<file path="src/rtl/decode_queue_if.sv">
`default_nettype none
// +----------------------------------------------------------------------------+
// | decode_queue_if : fetch-side and execute-side handshake of decode_queue     |
// | Rev 1.0                                                                     |
// +----------------------------------------------------------------------------+
interface decode_queue_if #(
  parameter int XLEN = 32
);
  logic            in_valid;
  logic            in_ready;
  logic [XLEN-1:0] in_inst;
  logic [XLEN-1:0] in_pc;

  logic            out_valid;
  logic            out_ready;
  logic [XLEN-1:0] out_pc;
  logic [XLEN-1:0] out_imm;
  logic [4:0]      out_ra;
  logic [4:0]      out_rb;
  logic [4:0]      out_rd;
  logic [2:0]      out_alu_ctr;
  logic            out_alu_ext;
  logic [1:0]      out_alu_sela;
  logic [1:0]      out_alu_selb;
  logic            out_mem_wr;
  logic            out_mem_load;
  logic            out_mem_signed;
  logic            out_reg_wr;
  logic [2:0]      out_mem_opt;
  logic [2:0]      out_branch;
  logic            out_muldiv;
  logic            out_illegal;

  modport master (
    output in_valid, in_inst, in_pc, out_ready,
    input  in_ready, out_valid, out_pc, out_imm, out_ra, out_rb, out_rd,
           out_alu_ctr, out_alu_ext, out_alu_sela, out_alu_selb, out_mem_wr,
           out_mem_load, out_mem_signed, out_reg_wr, out_mem_opt, out_branch,
           out_muldiv, out_illegal
  );

  modport slave (
    input  in_valid, in_inst, in_pc, out_ready,
    output in_ready, out_valid, out_pc, out_imm, out_ra, out_rb, out_rd,
           out_alu_ctr, out_alu_ext, out_alu_sela, out_alu_selb, out_mem_wr,
           out_mem_load, out_mem_signed, out_reg_wr, out_mem_opt, out_branch,
           out_muldiv, out_illegal
  );
endinterface
`default_nettype wire

</file>
<file path="src/rtl/decode_queue.sv">
`default_nettype none
// +----------------------------------------------------------------------------+
// | decode_queue : RV32I/M decoder feeding a FIFO of decoded bundles            |
// | Rev 1.0                                                                     |
// +----------------------------------------------------------------------------+
module decode_queue #(
  parameter int XLEN  = 32,
  parameter int DEPTH = 2,
  parameter int HAS_M = 1
) (
  input  wire logic                     clk,
  input  wire logic                     rst,
  input  wire logic                     flush_i,
  decode_queue_if.slave                 q_if,
  output logic [$clog2(DEPTH):0]        count_o
);
  localparam int PW = $clog2(DEPTH);
  localparam int CW = PW + 1;
  localparam logic [CW-1:0] FULL_CNT = CW'(DEPTH);

  localparam logic [6:0] OP_LUI   = 7'b0110111;
  localparam logic [6:0] OP_AUIPC = 7'b0010111;
  localparam logic [6:0] OP_JAL   = 7'b1101111;
  localparam logic [6:0] OP_JALR  = 7'b1100111;
  localparam logic [6:0] OP_BR    = 7'b1100011;
  localparam logic [6:0] OP_LOAD  = 7'b0000011;
  localparam logic [6:0] OP_STORE = 7'b0100011;
  localparam logic [6:0] OP_IMM   = 7'b0010011;
  localparam logic [6:0] OP_REG   = 7'b0110011;

  localparam logic [2:0] ALU_ADD  = 3'b000;
  localparam logic [2:0] ALU_SLT  = 3'b010;
  localparam logic [2:0] ALU_SLTU = 3'b011;

  localparam logic [1:0] ALU_A_REG  = 2'b00;
  localparam logic [1:0] ALU_A_PC   = 2'b01;
  localparam logic [1:0] ALU_A_ZERO = 2'b10;
  localparam logic [1:0] ALU_B_REG  = 2'b00;
  localparam logic [1:0] ALU_B_IMM  = 2'b01;
  localparam logic [1:0] ALU_B_FOUR = 2'b10;

  localparam logic [2:0] BRANCH_NONE = 3'b000;
  localparam logic [2:0] BRANCH_JAL  = 3'b001;
  localparam logic [2:0] BRANCH_JALR = 3'b010;
  localparam logic [2:0] BRANCH_BEQ  = 3'b100;
  localparam logic [2:0] BRANCH_BNE  = 3'b101;
  localparam logic [2:0] BRANCH_BLT  = 3'b110;
  localparam logic [2:0] BRANCH_BGE  = 3'b111;

  typedef struct packed {
    logic [XLEN-1:0] pc;
    logic [XLEN-1:0] imm;
    logic [4:0]      ra;
    logic [4:0]      rb;
    logic [4:0]      rd;
    logic [2:0]      alu_ctr;
    logic            alu_ext;
    logic [1:0]      sela;
    logic [1:0]      selb;
    logic            mem_wr;
    logic            mem_load;
    logic            mem_signed;
    logic            reg_wr;
    logic [2:0]      mem_opt;
    logic [2:0]      branch;
    logic            muldiv;
    logic            illegal;
  } bundle_t;

  logic [XLEN-1:0] w_inst;
  logic [6:0]      w_op;
  logic [2:0]      w_f3;
  logic [6:0]      w_f7;
  logic [2:0]      w_mask;
  bundle_t         w_dec;
  logic            w_bad;

  assign w_inst = q_if.in_inst;
  assign w_op   = w_inst[6:0];
  assign w_f3   = w_inst[14:12];
  assign w_f7   = w_inst[31:25];

  always_comb begin
    case (w_f3[1:0])
      2'b00:   w_mask = 3'b001;
      2'b01:   w_mask = 3'b011;
      2'b10:   w_mask = 3'b111;
      default: w_mask = 3'b000;
    endcase
  end

  always_comb begin
    w_dec         = '0;
    w_bad         = 1'b0;
    w_dec.pc      = q_if.in_pc;
    w_dec.ra      = w_inst[19:15];
    w_dec.rb      = w_inst[24:20];
    w_dec.rd      = w_inst[11:7];
    w_dec.alu_ctr = ALU_ADD;
    w_dec.sela    = ALU_A_REG;
    w_dec.selb    = ALU_B_REG;
    w_dec.branch  = BRANCH_NONE;
    case (w_op)
      OP_LUI: begin
        w_dec.imm    = {w_inst[31:12], 12'b0};
        w_dec.sela   = ALU_A_ZERO;
        w_dec.selb   = ALU_B_IMM;
        w_dec.reg_wr = 1'b1;
      end
      OP_AUIPC: begin
        w_dec.imm    = {w_inst[31:12], 12'b0};
        w_dec.sela   = ALU_A_PC;
        w_dec.selb   = ALU_B_IMM;
        w_dec.reg_wr = 1'b1;
      end
      OP_JAL: begin
        w_dec.imm    = {{12{w_inst[31]}}, w_inst[19:12], w_inst[20], w_inst[30:21], 1'b0};
        w_dec.sela   = ALU_A_PC;
        w_dec.selb   = ALU_B_FOUR;
        w_dec.reg_wr = 1'b1;
        w_dec.branch = BRANCH_JAL;
      end
      OP_JALR: begin
        w_dec.imm    = {{20{w_inst[31]}}, w_inst[31:20]};
        w_dec.sela   = ALU_A_PC;
        w_dec.selb   = ALU_B_FOUR;
        w_dec.reg_wr = 1'b1;
        w_dec.branch = BRANCH_JALR;
      end
      OP_BR: begin
        w_dec.imm     = {{20{w_inst[31]}}, w_inst[7], w_inst[30:25], w_inst[11:8], 1'b0};
        w_dec.alu_ctr = (w_f3[2:1] == 2'b11) ? ALU_SLTU : ALU_SLT;
        case (w_f3)
          3'b000:         w_dec.branch = BRANCH_BEQ;
          3'b001:         w_dec.branch = BRANCH_BNE;
          3'b100, 3'b110: w_dec.branch = BRANCH_BLT;
          3'b101, 3'b111: w_dec.branch = BRANCH_BGE;
          default:        w_bad        = 1'b1;
        endcase
      end
      OP_LOAD: begin
        w_dec.imm        = {{20{w_inst[31]}}, w_inst[31:20]};
        w_dec.selb       = ALU_B_IMM;
        w_dec.reg_wr     = 1'b1;
        w_dec.mem_load   = 1'b1;
        w_dec.mem_signed = ~w_f3[2];
        w_dec.mem_opt    = w_mask;
        w_bad            = (w_f3 == 3'b011) || (w_f3 == 3'b110) || (w_f3 == 3'b111);
      end
      OP_STORE: begin
        w_dec.imm     = {{20{w_inst[31]}}, w_inst[31:25], w_inst[11:7]};
        w_dec.selb    = ALU_B_IMM;
        w_dec.mem_wr  = 1'b1;
        w_dec.mem_opt = w_mask;
        w_bad         = (w_f3 > 3'b010);
      end
      OP_IMM: begin
        w_dec.imm     = {{20{w_inst[31]}}, w_inst[31:20]};
        w_dec.selb    = ALU_B_IMM;
        w_dec.reg_wr  = 1'b1;
        w_dec.alu_ctr = w_f3;
        w_dec.alu_ext = (w_f3 == 3'b101) && w_inst[30];
      end
      OP_REG: begin
        w_dec.reg_wr  = 1'b1;
        w_dec.alu_ctr = w_f3;
        w_dec.alu_ext = w_inst[30];
        // funct7=0100000 only qualifies SUB and SRA; 0000001 is MUL/DIV when enabled
        if ((HAS_M != 0) && (w_f7 == 7'b0000001)) begin
          w_dec.muldiv = 1'b1;
        end else if (!((w_f7 == 7'b0000000) ||
                       ((w_f7 == 7'b0100000) && ((w_f3 == 3'b000) || (w_f3 == 3'b101))))) begin
          w_bad = 1'b1;
        end
      end
      default: w_bad = 1'b1;
    endcase
    if (w_bad) begin
      w_dec.reg_wr = 1'b0;
      w_dec.mem_wr = 1'b0;
      w_dec.branch = BRANCH_NONE;
    end
    w_dec.illegal = w_bad;
  end

  bundle_t         mem_q [DEPTH];
  logic [PW-1:0]   head_q, head_d;
  logic [PW-1:0]   tail_q, tail_d;
  logic [CW-1:0]   count_q, count_d;
  logic            w_push;
  logic            w_pop;
  bundle_t         w_head;

  assign q_if.in_ready  = (count_q < FULL_CNT) && !flush_i;
  assign q_if.out_valid = (count_q != '0);
  assign w_push         = q_if.in_valid && q_if.in_ready;
  assign w_pop          = q_if.out_valid && q_if.out_ready;

  always_comb begin
    head_d  = head_q;
    tail_d  = tail_q;
    count_d = count_q;
    if (flush_i) begin
      head_d  = '0;
      tail_d  = '0;
      count_d = '0;
    end else begin
      if (w_push) tail_d = tail_q + 1'b1;
      if (w_pop)  head_d = head_q + 1'b1;
      if (w_push && !w_pop)      count_d = count_q + 1'b1;
      else if (!w_push && w_pop) count_d = count_q - 1'b1;
    end
  end

  always_ff @(posedge clk) begin
    if (rst) begin
      head_q  <= '0;
      tail_q  <= '0;
      count_q <= '0;
    end else begin
      head_q  <= head_d;
      tail_q  <= tail_d;
      count_q <= count_d;
    end
  end

  // Storage needs no reset: an empty queue masks the head to zero.
  always_ff @(posedge clk) begin
    if (!rst && w_push) mem_q[tail_q] <= w_dec;
  end

  assign w_head = q_if.out_valid ? mem_q[head_q] : '0;

  assign q_if.out_pc         = w_head.pc;
  assign q_if.out_imm        = w_head.imm;
  assign q_if.out_ra         = w_head.ra;
  assign q_if.out_rb         = w_head.rb;
  assign q_if.out_rd         = w_head.rd;
  assign q_if.out_alu_ctr    = w_head.alu_ctr;
  assign q_if.out_alu_ext    = w_head.alu_ext;
  assign q_if.out_alu_sela   = w_head.sela;
  assign q_if.out_alu_selb   = w_head.selb;
  assign q_if.out_mem_wr     = w_head.mem_wr;
  assign q_if.out_mem_load   = w_head.mem_load;
  assign q_if.out_mem_signed = w_head.mem_signed;
  assign q_if.out_reg_wr     = w_head.reg_wr;
  assign q_if.out_mem_opt    = w_head.mem_opt;
  assign q_if.out_branch     = w_head.branch;
  assign q_if.out_muldiv     = w_head.muldiv;
  assign q_if.out_illegal    = w_head.illegal;
  assign count_o             = count_q;
endmodule
`default_nettype wire

</file>
<file path="src/flat_wrapper.sv">
// flat-port wrapper written by rule: the top's interface ports become plain ports
module decode_queue_flat 
#(
  parameter int XLEN  = 32,
  parameter int DEPTH = 2,
  parameter int HAS_M = 1
)
  (clk, rst, flush_i, count_o, q_if_in_valid, q_if_in_inst, q_if_in_pc, q_if_out_ready, q_if_in_ready, q_if_out_valid, q_if_out_pc, q_if_out_imm, q_if_out_ra, q_if_out_rb, q_if_out_rd, q_if_out_alu_ctr, q_if_out_alu_ext, q_if_out_alu_sela, q_if_out_alu_selb, q_if_out_mem_wr, q_if_out_mem_load, q_if_out_mem_signed, q_if_out_reg_wr, q_if_out_mem_opt, q_if_out_branch, q_if_out_muldiv, q_if_out_illegal);
  decode_queue_if #(.XLEN(XLEN)) q_if_i ();
  input  wire logic clk;
  input  wire logic rst;
  input  wire logic flush_i;
  output logic [$clog2(DEPTH):0] count_o;
  input wire logic [$bits(q_if_i.in_valid)-1:0] q_if_in_valid;
  input wire logic [$bits(q_if_i.in_inst)-1:0] q_if_in_inst;
  input wire logic [$bits(q_if_i.in_pc)-1:0] q_if_in_pc;
  input wire logic [$bits(q_if_i.out_ready)-1:0] q_if_out_ready;
  output wire logic [$bits(q_if_i.in_ready)-1:0] q_if_in_ready;
  output wire logic [$bits(q_if_i.out_valid)-1:0] q_if_out_valid;
  output wire logic [$bits(q_if_i.out_pc)-1:0] q_if_out_pc;
  output wire logic [$bits(q_if_i.out_imm)-1:0] q_if_out_imm;
  output wire logic [$bits(q_if_i.out_ra)-1:0] q_if_out_ra;
  output wire logic [$bits(q_if_i.out_rb)-1:0] q_if_out_rb;
  output wire logic [$bits(q_if_i.out_rd)-1:0] q_if_out_rd;
  output wire logic [$bits(q_if_i.out_alu_ctr)-1:0] q_if_out_alu_ctr;
  output wire logic [$bits(q_if_i.out_alu_ext)-1:0] q_if_out_alu_ext;
  output wire logic [$bits(q_if_i.out_alu_sela)-1:0] q_if_out_alu_sela;
  output wire logic [$bits(q_if_i.out_alu_selb)-1:0] q_if_out_alu_selb;
  output wire logic [$bits(q_if_i.out_mem_wr)-1:0] q_if_out_mem_wr;
  output wire logic [$bits(q_if_i.out_mem_load)-1:0] q_if_out_mem_load;
  output wire logic [$bits(q_if_i.out_mem_signed)-1:0] q_if_out_mem_signed;
  output wire logic [$bits(q_if_i.out_reg_wr)-1:0] q_if_out_reg_wr;
  output wire logic [$bits(q_if_i.out_mem_opt)-1:0] q_if_out_mem_opt;
  output wire logic [$bits(q_if_i.out_branch)-1:0] q_if_out_branch;
  output wire logic [$bits(q_if_i.out_muldiv)-1:0] q_if_out_muldiv;
  output wire logic [$bits(q_if_i.out_illegal)-1:0] q_if_out_illegal;
  assign q_if_i.in_valid = q_if_in_valid;
  assign q_if_i.in_inst = q_if_in_inst;
  assign q_if_i.in_pc = q_if_in_pc;
  assign q_if_i.out_ready = q_if_out_ready;
  assign q_if_in_ready = q_if_i.in_ready;
  assign q_if_out_valid = q_if_i.out_valid;
  assign q_if_out_pc = q_if_i.out_pc;
  assign q_if_out_imm = q_if_i.out_imm;
  assign q_if_out_ra = q_if_i.out_ra;
  assign q_if_out_rb = q_if_i.out_rb;
  assign q_if_out_rd = q_if_i.out_rd;
  assign q_if_out_alu_ctr = q_if_i.out_alu_ctr;
  assign q_if_out_alu_ext = q_if_i.out_alu_ext;
  assign q_if_out_alu_sela = q_if_i.out_alu_sela;
  assign q_if_out_alu_selb = q_if_i.out_alu_selb;
  assign q_if_out_mem_wr = q_if_i.out_mem_wr;
  assign q_if_out_mem_load = q_if_i.out_mem_load;
  assign q_if_out_mem_signed = q_if_i.out_mem_signed;
  assign q_if_out_reg_wr = q_if_i.out_reg_wr;
  assign q_if_out_mem_opt = q_if_i.out_mem_opt;
  assign q_if_out_branch = q_if_i.out_branch;
  assign q_if_out_muldiv = q_if_i.out_muldiv;
  assign q_if_out_illegal = q_if_i.out_illegal;
  decode_queue #(.XLEN(XLEN), .DEPTH(DEPTH), .HAS_M(HAS_M)) u_core (.clk(clk), .rst(rst), .flush_i(flush_i), .q_if(q_if_i), .count_o(count_o));
endmodule
</file>
<file path="config.mk">
export PLATFORM = sky130hd
export DESIGN_NAME = decode_queue_flat
export DESIGN_NICKNAME = d
export VERILOG_FILES = /design/src/rtl/decode_queue_if.sv /design/src/rtl/decode_queue.sv /design/src/flat_wrapper.sv
export SDC_FILE = /design/constraint.sdc
export NUM_CORES = 1
export LEC_CHECK = 0
export CAP_MARGIN = 20
export CORE_ASPECT_RATIO = 1.25
export CORE_MARGIN = 5
export CORE_UTILIZATION = 48
export CTS_BUF_LIST = sky130_fd_sc_hd__clkbuf_2 sky130_fd_sc_hd__clkbuf_4 sky130_fd_sc_hd__clkbuf_8
export DETAILED_ROUTE_END_ITERATION = 12
export MAX_ROUTING_LAYER = met4
export PLACE_DENSITY = 0.85
export SLEW_MARGIN = 10
export SYNTH_ARGS = -nofsm -noshare
export SYNTH_HDL_FRONTEND = slang
export SYNTH_SLANG_ARGS = --single-unit
</file>
<file path="constraint.sdc">
create_clock -name clk -period 8.47 [get_ports clk]
set_clock_uncertainty 0.1 [all_clocks]
set_input_delay 0.847 -clock clk [delete_from_list [all_inputs] [get_ports clk]]
set_output_delay 0.847 -clock clk [all_outputs]
set_load 0.01 [all_outputs]
</file>
==> metrics.txt, run 1 <==
status=finished, final reports clean; NetSw=~470 uW; DRT Wirelength=roughly 19 mm; post-synthesis cell area=about 8500 um^2; nets=829; Compound-Gate Fraction of Synth Area=under 10%; port buffer count=about 170; Synth top cells by count=edfxtp_1, nor2_1, mux2i_1; clock buffer depth=3; fin crit share=between 50% and 60%; final cell count without fillers=999; syn avg cell area=14.9 um^2; DR pass1 iterations=5; Die ar.=between 20000 and 25000 um^2; CTS tree=built; Synth warnings=0; internal cell power=approximately 1.6 mW; Final Max Tran Viols=0; total CTS buffers=30; Worst EP arrival=3310 ps; share of layout cells above drive strength 1=roughly 8.3%; RSZ-0062 raised after global routing=no; r2r startpoint=u_core.count_o[1]; DR vias=5307; Hold Crit Class=reg2reg; Worst R2R Setup Slack=between 5000 and 6000 ps; detailed placement HPWL=about 13 mm; core area=~17000 um^2; pwr dens=191 nW/um^2; switching share of total power=between 20 and 25%; Placed Cells=approximately 940; register clock-pin slew on the reported worst setup and hold paths=about 70 ps; main combinational cell family by area after synthesis=multiplexers; Logic pwr share=about 11%; Sinks on Clock Net=203; VDD IR max=about 0.15 mV; FF+latch area=6050 um^2; n_diodes=0; Fin. Hold Viols=0; xor/xnor cell area share of the yosys netlist=less than 1%; cts-stage hold buffer count=0; CP Launch Type=flop; grt ovf=0; Wirelength per Cell=roughly 19 um; post-CTS sizing=0; syn_nets=651; mux contribution to synthesized area=11.9%; residual DRC count=0; clock network latency to the later pin of the worst-skew pair=roughly 530 ps; initial core utilization=between 40 and 50%; R2R depth=5; most common cell in the netlist=edfxtp_1; WP data required=between 7000 and 8000 ps; TNS Setup=0 ps; GP Congestion=roughly 0.88; area delta synth->final=29.3%; first-pass GRT wire length=just under 30 mm; clk root buf=clkbuf_8; worst slew pin tran=933 ps; Die Y=around 160 um; Post-CTS Setup Inserts=0; antenna-violating nets left=0; area of the multi-input gates=approximately 2300 um^2; filler instances=about 1.3k; initial antenna violation count=0; Synth Area in Adders=between 1 and 1.5%; EDFF count, synth=198; register area share after synthesis=70.8%; Tot GR Track Use=around 18%; Ports=about 170; htree depth=1; synth top area cells=edfxtp_1, mux2i_1, nor2_1; Clock power frac=between 30% and 40%; ys async rst share=0%; Starting DRT DRC Count=390; critical path type=reg2out; Horiz. Die Dim=~130 um; Worst setup EP type=output pin; max-capacitance violation count=0; post-synthesis simple-gate area fraction=roughly a tenth; FMAX=roughly 0.24 GHz; Reg power frac=a little over half; largest net degree at the start of global routing=66; cell row count=54; count of different cell masters after synthesis=49; #FFs+latches synth=a little over 200; worst-path maximum fanout=55; r2r endpoint=u_core.mem_q[1][54]; Post-synth top flop=edfxtp_1; Yosys top cell by area=edfxtp_1; vias per inst=~5.3; Worst Setup EP=q_if_out_imm[0]; relative slew slack=37.8%; final setup violation count=0; Post-Syn Instances=approximately 570; worst hold-check slack=approximately 500 ps; post-synth top area share=between 60 and 70%; Leak=between 3 and 4 nW; fin crit period=about 4300 ps; vias in the first global route=5770
## metal layers
metal / share of wire, % / vias up / global-route usage (%)
li1: - / 2492 / -
met1: 38 / 2595 / 21.2
met2: 54 / 184 / 32.7
met3: 5.9 / 36 / 2.52
met4: 2.2 / 0 / 6.54
met5: 0 / - / -
## registers in the layout (all words and copies together) (netlist names), named ones only
signal          flops
u_core.tail_q       1
u_core.count_o      2
u_core.mem_q      198
u_core.head_q       1
## placed cells by master (no fill, tap or decap), drive strengths merged, types with 5 or more instances in the layout
cell             n
edfxtp         198
clkdlybuf4s50  171
nor2           112
mux2i          100
clkbuf          37
a21o            23
clkinv          16
nor3            14
nand2           11
and2             9
inv              8
ha               8
a21oi            6
buf              6
dfxtp            5
## stage by stage
step | total power, mW | utilization [%] | area (um^2) | setup slack, ps
2_1_floorplan | 1.25 | - | 8550 | 2770
3_3_place_gp | 1.38 | 59.8 | 10500 | 4770
3_5_place_dp | 1.39 | 59.8 | 10500 | 4700
4_1_cts | 2.13 | 63.1 | 11000 | 4190
5_1_grt | 2.20 | 63.1 | 11000 | 4050
6_report | 2.11 | 63.1 | 11000 | 4220
## kinds of logic (layout without fill, tap and decap cells)
family                     Yosys count  in the layout
xor gates and xnor gates             5              5
muxes                              101            101
DFF                                203            203
adders and majority gates            8              8
AOI/OAI and AO/OA                   49             49
buffers and inverters               39            240
and+or+nand+nor                    169            169
## worst min path at each step
stage,from,to,depth (start not counted)
2_1_floorplan,u_core.head_q,flop,2
3_3_place_gp,u_core.head_q,u_core.head_q,2
3_5_place_dp,u_core.head_q,flop,2
4_1_cts,u_core.head_q,flop,2
5_1_grt,u_core.head_q,u_core.head_q,2
6_report,u_core.head_q,u_core.head_q,2
## power groups by stage
stage / registers [mW] / clock network (mW) / logic (mW)
2_1_floorplan: 1.15 / 0 / 0.102
3_3_place_gp: 1.15 / 0 / 0.231
3_5_place_dp: 1.15 / 0 / 0.237
4_1_cts: 1.13 / 0.766 / 0.238
5_1_grt: 1.13 / 0.820 / 0.253
6_report: 1.13 / 0.745 / 0.235
## worst max-delay path, stage by stage, from the launching register on
cell and delay [ps]:
dfxtp_4 870, buf_4 860, mux2i_1 170, nor2_1 220, clkdlybuf4s50_1 600
## area by class of cell
class                           instances  share of cell area [%]
Sequential cell                       203                    54.8
Multi-Input combinational cell        332                    21.2
Timing Repair Buffer                  177                    15.9
Clock buffer                           37                    4.27
Tap cell                              224                    2.54
Clock inverter                         18                   0.963
Inverter                                8                   0.272
Note: power is estimated with default switching activity, not from simulation.
==> inputs of run 2 (changes only) <==
--- a/config.mk
+++ b/config.mk
@@ -8,7 +8,7 @@
 export CAP_MARGIN = 20
 export CORE_ASPECT_RATIO = 1.25
 export CORE_MARGIN = 5
-export CORE_UTILIZATION = 48
+export CORE_UTILIZATION = 50
 export CTS_BUF_LIST = sky130_fd_sc_hd__clkbuf_2 sky130_fd_sc_hd__clkbuf_4 sky130_fd_sc_hd__clkbuf_8
 export DETAILED_ROUTE_END_ITERATION = 12
 export MAX_ROUTING_LAYER = met4
==> constraint.sdc (replaced) <==
create_clock -name clk -period 4.26 [get_ports clk]
set_clock_uncertainty 0.1 [all_clocks]
set_input_delay 0.426 -clock clk [delete_from_list [all_inputs] [get_ports clk]]
set_output_delay 0.426 -clock clk [all_outputs]
set_load 0.01 [all_outputs]
==> metrics.txt, run 2 (synthesis gave the netlist of run 1 again) <==
status=finished, final reports clean; Final Max Tran Viols=0 (unchanged); CP cell instances=buf_4 -> mux2i_1 -> nor2_1 -> clkdlybuf4s50_1; port buffer count=171 (unchanged); max-capacitance violation count=0 (unchanged); core area=16800 um^2 (-3.7%); pwr dens=377 nW/um^2 (+98%); fin crit share=approximately 75%; TNS Setup=0 ps (unchanged); worst-path maximum fanout=37 (-33%); clock buffer depth=3 (unchanged); CTS tree=built; total CTS buffers=30 (unchanged); fin crit period=3180 ps; DR vias=5382 (+1.4%); initial core utilization=50.7% (+1.9 points); share of layout cells above drive strength 1=8.48% (+0.23 points); worst setup margin=1080 ps (-3140 ps); VDD IR max=0.380 mV (+150%); FF+latch area=6050 um^2 (unchanged); commonest non-fill, non-tap cells in the layout=edfxtp_1, clkdlybuf4s50_1, nor2_1, mux2i_1, clkbuf_8; Worst EP arrival=2650 ps (-660 ps); max reg flops=198 (unchanged); relative slew slack=34.0% (-3.8 points); WP data required=3730 ps (-3790 ps); worst slew pin tran=990 ps (+57.1 ps); largest net degree at the start of global routing=72 (+9.1%); Post-CTS Setup Inserts=0 (unchanged); antenna-violating nets left=0 (unchanged); area of the multi-input gates=2350 um^2 (unchanged); Leak=3.87 nW (+0.19%); DR pass1 iterations=5 (unchanged); GP Congestion=0.862 (-2.2%); Horiz. Die Dim=127 um (-1.9%); n_diodes=0 (unchanged); cell row count=53 (-1.9%); Die ar.=19800 um^2 (-3.7%); vias in the first global route=5549 (-3.8%); final setup violation count=0 (unchanged); filler instances=1232 (-3.9%); Hold Crit Class=in2reg; post-CTS sizing=0 (unchanged); FMAX=approximately 0.31 GHz; vias per inst=5.39 (+1.5%); clock network latency to the later pin of the worst-skew pair=540 ps (about the same); Wirelength per Cell=19.0 um (+0.42%); Tot GR Track Use=19.2% (+0.69 points); Fin. Hold Viols=0 (unchanged); first-pass GRT wire length=29.3 mm (-0.28%); nets=831 (+0.24%); CP Launch Type=flop; Worst setup EP type=output pin; critical path type=reg2out; residual DRC count=0 (unchanged); largest reg by FF count=u_core.mem_q; dpl ws=1270 ps (-3430 ps); RSZ-0062 raised after global routing=no; initial antenna violation count=0 (unchanged); DRT Wirelength=19.0 mm (+0.32%); clk root buf=clkbuf_8; CP peak stage delay=780 ps (-90 ps); detailed placement HPWL=13.0 mm (+1.6%); grt ovf=0 (unchanged); Ports=172 (unchanged); area delta synth->final=29.5%; Slowest-stage cell, CP=dfxtp_4; commonest non-fill, non-tap cell in the layout=edfxtp_1; Starting DRT DRC Count=471 (+21%); htree depth=1 (unchanged); register clock-pin slew on the reported worst setup and hold paths=70 ps (about the same); Sinks on Clock Net=203 (unchanged); Die Y=156 um (-1.9%); cts-stage hold buffer count=0 (unchanged)
run 2: changes by cell type in the layout (fill, tap and decap cells not counted), sizes merged:
cell / before / now
bufinv: 1 / 0
buf: 6 / 8
clkinv: 16 / 13
clkbuf: 37 / 40
inv: 8 / 9
clkinvlp: 1 / 2
run 2: metal layers:
| metal | wire [um] | GRT usage [%] |
|---|---|---|
| met5 | 0 | - |
| met4 | 473 | 6.39 |
| met2 | 9930 | 32.5 |
| met3 | 1140 | 3.08 |
| met1 | 7470 | 23.5 |
run 2: worst max-delay path, delay by kind of cell, from the launching register on:
| kind | cells | cell delay, ps |
|---|---|---|
| DFF | 1 | 780 |
| and+or+nand+nor | 1 | 180 |
| muxes | 1 | 130 |
| buffers and inverters | 2 | 1000 |
run 2: final cells by class:
type | instances | share of cell area [%]
flip-flops and latches | 203 | 54.7
multi-input cells | 332 | 21.2
repair buffers | 179 | 16.2
clock buffers | 40 | 4.41
well taps | 220 | 2.49
clock inverters | 16 | 0.724
inverters | 8 | 0.271
run 2: where the power goes:
part	internal [mW]	total, mW	switching (mW)	leakage, nW
registers	2.23	2.24	0.0158	1.91
logic	0.242	0.477	0.235	1.67
clock network	0.751	1.46	0.704	0.294
run 2: worst paths after layout:
path | end | start | depth (start not counted) | slack, ps
worst min-delay path | u_core.mem_q[1][83] | q_if_in_pc[16] | 1 | 360
worst max-delay path | q_if_out_imm[14] | flop | 4 | 1080
worst min register to register | flop | u_core.head_q | 2 | 480
worst max register to register | u_core.mem_q[1][27] | u_core.count_o[1] | 4 | 1950
run 2: through the flow:
stage | instance area [um^2] | instances | total power, mW | utilization [%] | hold WS [ps]
floorplan | 8560 | 574 | 2.48 | - | 403
global placement | 10500 | 942 | 2.75 | 62.3 | 450
detailed placement | 10500 | 942 | 2.76 | 62.3 | 458
CTS | 11100 | 998 | 4.22 | 65.7 | 323
global route | 11100 | 998 | 4.36 | 65.7 | 332
finish | 11100 | 998 | 4.17 | 65.7 | 360
==> inputs of run 3 (changes only) <==
==> constraint.sdc (replaced) <==
create_clock -name clk -period 3.2 [get_ports clk]
set_clock_uncertainty 0.1 [all_clocks]
set_input_delay 0.32 -clock clk [delete_from_list [all_inputs] [get_ports clk]]
set_output_delay 0.32 -clock clk [all_outputs]
set_load 0.01 [all_outputs]
==> metrics.txt, run 3 (synthesis gave the netlist of run 1 again) <==
register clock-pin slew on the reported worst setup and hold paths=60 ps (about the same); clk root buf=clkbuf_8; Worst EP arrival=2360 ps (-290 ps); grt ovf=0 (unchanged); Ports=172 (unchanged); CP Launch Type=flop; max-capacitance violation count=0 (unchanged); Leak=3.93 nW (+1.5%); FF+latch area=6050 um^2 (about the same); n_diodes=0 (unchanged); worst-path maximum fanout=28 (-24%); GP Congestion=0.882 (+2.3%); r2r endpoint=u_core.count_o[1]; clock network latency to the later pin of the worst-skew pair=540 ps (about the same); Final Max Tran Viols=0 (unchanged); DR vias=5318 (-1.2%); cts-stage hold buffer count=0 (unchanged); clock buffer depth=3 (unchanged); Die ar.=19800 um^2 (unchanged); nets=836 (+0.60%); WP data required=2780 ps (-950 ps); initial core utilization=50.7% (unchanged); worst setup margin=421 ps (-659 ps); port buffer count=171 (unchanged); antenna-violating nets left=0 (unchanged); status=finished, final reports clean; Final Power=5.68 mW (+36%); cell row count=53 (unchanged); commonest non-fill, non-tap cells in the layout=edfxtp_1, clkdlybuf4s50_1, nor2_1, mux2i_1, clkbuf_8; Worst setup EP type=output pin; largest reg by FF count=u_core.mem_q; fin crit share=just under 90%; Hold Crit Class=in2reg; vias per inst=5.30 (-1.7%); first-pass GRT wire length=29.7 mm (+1.2%); filler instances=1203 (-2.4%); fin crit period=between 2000 and 3000 ps; Post-CTS Setup Inserts=0 (unchanged); RSZ-0062 raised after global routing=no; residual DRC count=0 (unchanged); Horiz. Die Dim=127 um (unchanged); Worst Setup EP=q_if_out_imm[24]; largest net degree at the start of global routing=73 (+1.4%); DRT Wirelength=19.1 mm (+0.72%); core area=16800 um^2 (unchanged); initial antenna violation count=0 (unchanged); Starting DRT DRC Count=417 (-11%); Die Y=156 um (unchanged); pwr dens=508 nW/um^2 (+35%); Tot GR Track Use=19.4% (+0.24 points); Wirelength per Cell=19.1 um (+0.22%); dpl ws=504 ps (-764 ps); Sinks on Clock Net=203 (unchanged); CTS tree=built; total CTS buffers=31 (+3.3%); post-CTS sizing=0 (unchanged); relative slew slack=51.3% (+17 points); Fin. Hold Viols=0 (unchanged); Worst R2R Setup Slack=1270 ps (-680 ps); FMAX=between 0.3 and 0.4 GHz; r2r startpoint=u_core.count_o[1]; R2R depth=9 (+5); share of layout cells above drive strength 1=9.83% (+1.4 points); worst slew pin tran=724 ps (-266 ps); VDD IR max=0.393 mV (+3.4%); detailed placement HPWL=13.1 mm (+0.15%); final setup violation count=0 (unchanged); vias in the first global route=5485 (-1.2%); critical path type=reg2out; htree depth=1 (unchanged); area delta synth->final=31.0%; area of the multi-input gates=2360 um^2 (+0.64%); commonest non-fill, non-tap cell in the layout=edfxtp_1; DR pass1 iterations=4 (-1); max reg flops=198 (unchanged)
[run 3: worst min path at each step]
stage	startpoint	to	slack, ps	cells past startpoint
6_report	q_if_in_pc[15]	u_core.mem_q[1][82]	260	1
5_1_grt	q_if_in_pc[10]	u_core.mem_q[1][77]	230	1
4_1_cts	q_if_in_pc[21]	u_core.mem_q[0][88]	210	1
3_5_place_dp	u_core.head_q	u_core.head_q	470	2
3_3_place_gp	u_core.head_q	flop	430	2
2_1_floorplan	flush_i	u_core.count_o[1]	290	1
[run 3: layout make-up]
| class | count | area share [%] |
|---|---|---|
| inverters | 8 | 0.268 |
| multi-input cells | 332 | 21.1 |
| clock inverters | 15 | 0.861 |
| repair buffers | 183 | 16.7 |
| well taps | 220 | 2.46 |
| flip-flops and latches | 203 | 54.1 |
| clock buffers | 42 | 4.55 |
[run 3: per-layer routing]
| metal | global-route usage [%] | routed length [um] | up-vias |
|---|---|---|---|
| li1 | - | - | 2510 |
| met1 | 24.2 | 7690 | 2596 |
| met2 | 32.2 | 9770 | 181 |
| met3 | 3.73 | 1250 | 31 |
| met4 | 6.23 | 431 | 0 |
| met5 | - | 0 | - |
[run 3: worst max-delay path, cell delays in order, from the launching register on]
cell             delay [ps]
dfxtp_4                 630
buf_12                  290
mux2i_1                 130
nor2_1                  170
clkdlybuf4s50_1         570
[run 3: stage by stage]
step / std cells / setup TNS, ps / instance area (um^2) / hold WS (ps) / utilization, %
after detailed placement: 946 / 0 / 10600 / 465 / 62.8
after global placement: 946 / 0 / 10600 / 435 / 62.8
after CTS: 1003 / 0 / 11200 / 214 / 66.4
final: 1003 / 0 / 11200 / 261 / 66.4
after global routing: 1003 / 0 / 11200 / 230 / 66.4
after floorplan: 574 / -72700 / 8580 / 289 / -
[run 3: power breakdown]
group | switching [mW] | internal, mW
combinational | 0.317 | 0.328
clock | 0.945 | 1.11
sequential | 0.0195 | 2.96
